### src/rtl/pipelined_cla_addsub.sv
// rtl/pipelined_cla_addsub.sv - pipelined carry-lookahead adder/subtractor
// One SLICE-bit lookahead slice per stage; the inter-slice carry is registered between stages.
module pipelined_cla_addsub #(
  parameter int WIDTH = 16,
  parameter int SLICE = 4
) (
  input  logic             clk,
  input  logic             rst_n,
  input  logic             in_valid,
  output logic             in_ready,
  input  logic [WIDTH-1:0] a,
  input  logic [WIDTH-1:0] b,
  input  logic             op,
  input  logic             cin,
  output logic             out_valid,
  input  logic             out_ready,
  output logic [WIDTH-1:0] sum,
  output logic             cout,
  output logic             ovf,
  output logic             zero,
  output logic             neg
);
  localparam int STAGES = WIDTH / SLICE;

  logic             w_advance;
  logic [WIDTH-1:0] w_b_eff;
  logic             w_c0;

  assign w_advance = ~out_valid | out_ready;
  assign in_ready  = w_advance;
  assign w_b_eff   = op ? ~b : b;
  assign w_c0      = op | cin;

  // Returns {carry out, sum}; each carry is the flattened lookahead term, not a ripple.
  function automatic logic [SLICE:0] cla_slice(input logic [SLICE-1:0] x,
                                               input logic [SLICE-1:0] y,
                                               input logic             c);
    logic [SLICE-1:0] g;
    logic [SLICE-1:0] p;
    logic [SLICE:0]   cv;
    logic             acc;
    logic             run;
    g     = x & y;
    p     = x ^ y;
    cv    = '0;
    cv[0] = c;
    for (int i = 0; i < SLICE; i++) begin
      acc = g[i];
      run = p[i];
      for (int j = i - 1; j >= 0; j--) begin
        acc = acc | (run & g[j]);
        run = run & p[j];
      end
      cv[i+1] = acc | (run & c);
    end
    return {cv[SLICE], p ^ cv[SLICE-1:0]};
  endfunction

  for (genvar k = 0; k < STAGES; k++) begin : g_stage
    localparam int LO = k * SLICE;
    logic [SLICE-1:0]    w_a_s;
    logic [SLICE-1:0]    w_b_s;
    logic                w_c_in;
    logic                w_v_in;
    logic [SLICE:0]      w_res;
    logic [LO+SLICE-1:0] w_sum_next;
    logic                r_valid;
    logic [LO+SLICE-1:0] r_sum;

    if (k == 0) begin : g_src
      assign w_a_s      = a[SLICE-1:0];
      assign w_b_s      = w_b_eff[SLICE-1:0];
      assign w_c_in     = w_c0;
      assign w_v_in     = in_valid;
      assign w_sum_next = w_res[SLICE-1:0];
    end else begin : g_src
      assign w_a_s      = g_stage[k-1].g_mid.r_a[SLICE-1:0];
      assign w_b_s      = g_stage[k-1].g_mid.r_b[SLICE-1:0];
      assign w_c_in     = g_stage[k-1].g_mid.r_carry;
      assign w_v_in     = g_stage[k-1].r_valid;
      assign w_sum_next = {w_res[SLICE-1:0], g_stage[k-1].r_sum};
    end

    assign w_res = cla_slice(w_a_s, w_b_s, w_c_in);

    always_ff @(posedge clk or negedge rst_n) begin
      if (!rst_n) begin
        r_valid <= 1'b0;
        r_sum   <= '0;
      end else if (w_advance) begin
        r_valid <= w_v_in;
        r_sum   <= w_sum_next;
      end
    end

    if (k < STAGES - 1) begin : g_mid
      // Skew registers: operand bits not yet consumed by a slice.
      localparam int REM = WIDTH - LO - SLICE;
      logic [REM-1:0] w_a_up;
      logic [REM-1:0] w_b_up;
      logic [REM-1:0] r_a;
      logic [REM-1:0] r_b;
      logic           r_carry;

      if (k == 0) begin : g_up
        assign w_a_up = a[WIDTH-1:SLICE];
        assign w_b_up = w_b_eff[WIDTH-1:SLICE];
      end else begin : g_up
        assign w_a_up = g_stage[k-1].g_mid.r_a[REM+SLICE-1:SLICE];
        assign w_b_up = g_stage[k-1].g_mid.r_b[REM+SLICE-1:SLICE];
      end

      always_ff @(posedge clk or negedge rst_n) begin
        if (!rst_n) begin
          r_a     <= '0;
          r_b     <= '0;
          r_carry <= 1'b0;
        end else if (w_advance) begin
          r_a     <= w_a_up;
          r_b     <= w_b_up;
          r_carry <= w_res[SLICE];
        end
      end
    end else begin : g_last
      logic r_cout;
      logic r_ovf;
      logic r_zero;
      logic r_neg;

      // Carry into the MSB is recovered from the MSB sum bit and its operands.
      always_ff @(posedge clk or negedge rst_n) begin
        if (!rst_n) begin
          r_cout <= 1'b0;
          r_ovf  <= 1'b0;
          r_zero <= 1'b0;
          r_neg  <= 1'b0;
        end else if (w_advance) begin
          r_cout <= w_res[SLICE];
          r_ovf  <= w_res[SLICE] ^ (w_res[SLICE-1] ^ w_a_s[SLICE-1] ^ w_b_s[SLICE-1]);
          r_zero <= ~|w_sum_next;
          r_neg  <= w_sum_next[WIDTH-1];
        end
      end
    end
  end

  assign out_valid = g_stage[STAGES-1].r_valid;
  assign sum       = g_stage[STAGES-1].r_sum;
  assign cout      = g_stage[STAGES-1].g_last.r_cout;
  assign ovf       = g_stage[STAGES-1].g_last.r_ovf;
  assign zero      = g_stage[STAGES-1].g_last.r_zero;
  assign neg       = g_stage[STAGES-1].g_last.r_neg;

endmodule

### config.mk
export PLATFORM = sky130hd
export DESIGN_NAME = pipelined_cla_addsub
export DESIGN_NICKNAME = d
export VERILOG_FILES = /design/src/rtl/pipelined_cla_addsub.sv
export SDC_FILE = /design/constraint.sdc
export NUM_CORES = 1
export LEC_CHECK = 0
export ABC_AREA = 1
export BUFFER_PORTS_ARGS = -buffer_cell sky130_fd_sc_hd__buf_2
export CORE_ASPECT_RATIO = 0.9
export CORE_MARGIN = 1
export CORE_UTILIZATION = 31
export DETAILED_ROUTE_END_ITERATION = 8
export GPL_TIMING_DRIVEN = 0
export PLACE_DENSITY = 0.55
export SETUP_SLACK_MARGIN = 0.3
export SLEW_MARGIN = 20
export SYNTH_ARGS = -nofsm -noshare
export SYNTH_HDL_FRONTEND = slang
export SYNTH_SLANG_ARGS = --single-unit
### constraint.sdc
create_clock -name clk -period 1.98 [get_ports clk]
set_input_delay 0.594 -clock clk [delete_from_list [all_inputs] [get_ports clk]]
set_output_delay 0.594 -clock clk [all_outputs]
set_load 0.005 [all_outputs]
# == Yosys cells after proc, flatten, opt, wreduce, memory -nomap -nowiden ==
# Index checks and enable logic that the tools add are counted.
# word_totals
ff_bits,99
input_bits,38
word_cells,147
# classes
n_bitwise,123
n_mux,1
n_reduce_logical,2
# ops
operator,n
$and 1x1->1,64
$or 1x1->1,42
$xor 4x4->4,8
$and 4x4->4,4
$mux 16,1
$not 16->16,1
$reduce_or 16->1,1
$xor 1x1->1,3
$logic_not 1->1,1
$not 1->1,1

# == Longest topological paths before layout ==
# logic_depth
word_depth,9
mapped_depth,12
depth_no_buf,11

# == Least setup slack after synthesis ==
# No wires, ideal clock.
# synth_path
kind,input to register
start,input port op
end,register g_stage[0].r_sum[3]
setup_ns,0.126
arrival_time_ns,1.930
path_slack_ns,-0.077
stages,12
path_cell_list,buf_6 buf_4 xnor2_1 inv_1 ha_1 nand2_1 o21ai_1 nand2_1 nand2_1 nand2_1 nand2_1 o21ai_0
# synth_between
elab_chain_len,7
word_cells_on_any_way,13
classes_between,mux: 1; bitwise: 12
# synth_lines
element,line,rtl
start: declaration,13,"input logic op,"
$mux 16,31,assign w_b_eff = op ? ~b : b;
$xor 4x4->4 or $and 4x4->4 (tied branches),"44, 43",
$and 1x1->1 (on tied branches),"51, 52",
"$or 1x1->1, or another cell as far along",51,acc = acc | (run & g[j]);
$or 1x1->1 or $and 1x1->1 (tied branches),"51, 54",
$or 1x1->1,54,cv[i+1] = acc | (run & c);
$xor 4x4->4 (*),56,"return {cv[SLICE], p ^ cv[SLICE-1:0]};"
end signal: assignment,92,r_sum <= w_sum_next;
end: declaration,68,logic [LO+SLICE-1:0] r_sum;
# Every way passes the cells marked *; elsewhere a longest branch is shown, timed or not.
# A chain may end at the register's enable or synchronous reset.

# == Worst setup path after layout ==
# layout_path
start,register g_stage[3].r_valid (netlist: out_valid)
end,output port in_ready
# layout_between
elab_chain_len,2
# layout_lines
element,line,rtl
start: declaration,67,logic r_valid;
start signal: assignment,91,r_valid <= w_v_in;
$not 1->1,29,assign w_advance = ~out_valid | out_ready;
$or 1x1->1,29,
end: declaration,10,"output logic in_ready,"
# No other way between the ends.

==> results by group <==
Clock network
  – CTS clk-pin slew, worst paths: 0.07 ns
  – Root Buffer: clkbuf_16
  – TritonCTS clock tree: yes
  – Clk_lat worst skew: 0.34 ns
  – CTS H-tree lvls: 3
  – Inserted Clock Buffers: 9
  – Post-CTS Hold Buffers: 0
  – Max clock buf depth: 2
  – Sink Count: 98

Setup path
  – Slowest CP cell: dfrtp_1
  – CP bufs+invs: 4
  – CP top delay family: flip-flops
  – Critical Path RT: 1.39 ns
  – CP peak stage delay: 0.36 ns
  – CP cell instances: inv_2, nor2_4, inv_2, buf_8, buf_6
  – Type of the worst setup path: reg -> out
  – CP arrival: 1.15 ns
  – Worst Path Max Fanout: 2
  – CP startpoint kind: flip-flop
  – Crit path top cell by count: inv_2
  – Setup crit end kind: output pin

GRT
  – Vias in the first global route: 3,408
  – GRT Total Usage: 0.156
  – Largest net degree at the start of global routing: 83
  – Overflow after GRT: 0
  – First-pass GRT wire length: 17,400 microns
  – Initial antenna violation count: 0

Placement
  – Placed Cells: 736
  – Routability cong.: 0.762
  – Final HPWL from detailed placement: 7240 microns
  – DP Area: 4990 sq um
  – Number of I/O port buffers: 58
  – Dpl ws: -0.261 ns

Timing
  – Clk_skew: 0.00753 ns
  – Tmin final: 1.75 ns
  – Max-slew violation total from the final report: 0
  – RSZ-0062 raised after global routing: yes
  – Max Clk Rate: 0.572 GHz
  – Hold Slack: 0.0828 ns
  – Period utilization: 0.883
  – Worst slew pin tran: 0.533 ns
  – Max-slew headroom: 0.644
  – Final worst slack: 0.231 ns
  – Final setup violating endpoints: 0
  – Hold Vio Cnt, Final: 0

Drt
  – Routed wire length: 10,500 microns
  – Initial DRC Count: 178
  – Vias: 3,388
  – Pre-antenna DRT Iters: 4
  – # DRC: 0
  – Drt wl/cell: 13.7 microns
  – Vias per inst: 4.43
  – ANT nets after route: 0

Floorplanning
  – Die width: 128 microns
  – Initial Util: 0.323
  – Core ar.: 13,600 sq um
  – Full die area: 14,700 sq um
  – Core Rows: 40
  – # IOs: 60
  – Die Span Y: 115 microns

Yosys
  – Compound-gate portion of the synthesized area: 0.0686
  – Largest family of logic cells by synthesized area: simple AND/OR/NAND/NOR gates
  – Gate Count Post-Synth: 488
  – Post-synthesis mux area share: 0
  – Synthesized flop and latch total: 98
  – Synth warnings: 0
  – Syn avg cell area: 9.01 sq um
  – Syn nets: 546
  – Post-Synth Adder-Cell Area: 0.0638
  – Synthesized cell area: 4400 sq um
  – Sequential-to-total area share from yosys stat: 0.558
  – Yosys cell types: 25
  – Post-Synth Simple-Gate Area: 0.215
  – Xor/xnor share of the synthesized area: 0.0438

Final layout
  – Layout area overhead: 25.5%
  – Final Non-Filler Cells: 765
  – Final Cell Area: 5520 sq um
  – Fin util: 0.405
  – Layout cell share with drive strength beyond 1: 0.234
  – Nets@finish: 630
  – Filler instances: 1,408
  – ANT cells: 0

Job
  – Max cap viols: 0

Power and ir drop
  – Power per cell area: 1520 nW/um^2
  – Worst vdd ir: 0.568 mV
  – P_leak: 0.00277 uW

Status
  – Status: finished, final reports clean

Min path
  – Worst Hold Class: in -> async
power breakdown:
group,switching [uW],internal (uW),leakage (uW)
combinational,1900,1410,0.00145
sequential,557,2890,0.00119
clock,740,880,0.000128
path summary, 6_finish.rpt:
| kind | startpoint | to | slack [ns] | depth (start not counted) |
|---|---|---|---|---|
| max | out_valid$_DFFE_PN0P_ | in_ready | 0.23 | 5 |
| min | rst_n | cout$_DFFE_PN0P_ | 0.08 | 1 |
| max reg2reg | g_stage[2].g_mid.r_b[0]$_DFFE_PN0P_ | zero$_DFFE_PN0P_ | 0.40 | 8 |
| min reg2reg | g_stage[0].r_valid$_DFFE_PN0P_ | g_stage[1].r_valid$_DFFE_PN0P_ | 0.46 | 2 |
| max in group asynchronous | rst_n | g_stage[0].r_valid$_DFFE_PN0P_ | 1.26 | 2 |
| min in group clk | a[10] | g_stage[0].g_mid.r_a[6]$_DFFE_PN0P_ | 0.45 | 3 |
sequential cells by signal, indices dropped and copies added, names as in the netlist:
register,cells
g_stage.r_valid,3
cout,1
sum,16
g_stage.r_sum,24
ovf,1
g_stage.g_mid.r_carry,3
g_stage.g_mid.r_b,24
zero,1
g_stage.g_mid.r_a,24
out_valid,1
kinds of logic after synthesis:
logic type | Yosys count
simple gates | 239
flops | 98
xor+xnor | 22
fa+ha+maj | 20
compound gates | 59
buf+inv | 50
layout by cell type, fill, tap and decap left out, types with 2 or more instances in the layout:
cell	n
nand2_2	8
nor4_1	3
buf_12	2
inv_1	22
nand2_4	2
a21oi_2	2
buf_6	3
a21oi_1	3
xor2_1	6
ha_4	3
nor2_2	2
o21ai_0	49
xnor2_1	15
clkbuf_1	8
ha_1	13
nand2_1	194
o21ai_2	2
nor2_4	2
nand3_2	2
nor2_1	14
fa_1	3
nand3_1	9
buf_4	16
buf_2	64
dfrtp_1	98
clkbuf_16	9
inv_2	5
clkinvlp_4	2
metal layers:
metal  GRT usage  routed length (microns)  up-vias
li1            -                        -     1690
met1       0.210                     5040     1627
met2       0.259                     5010       62
met3      0.0302                      335        9
met4      0.0413                      137        0
met5           0                        0        -
repair_timing:
item	4_1_cts	5_1_grt
pin swaps	8	23
endpoints found under the setup margin	4	18
gates cloned	0	0
resized for setup	10	29
buffers inserted	8	6
synth_stat cells (all sizes together):
master	n	area [sq um]
fa	4	80.1
clkbuf	9	33.8
or2	1	6.26
nor4	3	18.8
xnor2	16	140
nand3b	1	7.51
nand2	204	771
xor2	6	52.6
nor2	18	82.6
inv	27	101
nand3	11	55.1
nand4	1	6.26
a22oi	1	7.51
dfrtp	98	2450
o21ai	52	260
buf	14	86.3
a21oi	6	33.8
ha	16	200
final cells by class:
| cell class | count | area [sq um] | area share |
|---|---|---|---|
| inverters | 27 | 101 | 0.0184 |
| multi-input cells | 340 | 1860 | 0.337 |
| repair buffers | 73 | 439 | 0.0796 |
| clock buffers | 11 | 243 | 0.0440 |
| flip-flops and latches | 98 | 2450 | 0.445 |
| plain buffers | 23 | 156 | 0.0284 |
| well taps | 189 | 236 | 0.0429 |
| clock inverters | 4 | 28.8 | 0.00522 |
stage by stage:
step,total power [uW],setup TNS [ns]
after floorplan,5380,0
after global routing,9130,0
final,8380,0
after detailed placement,6400,-0.700
after CTS,8120,0
after global placement,6280,-67.43
Note: power is estimated with default switching activity, not from simulation.
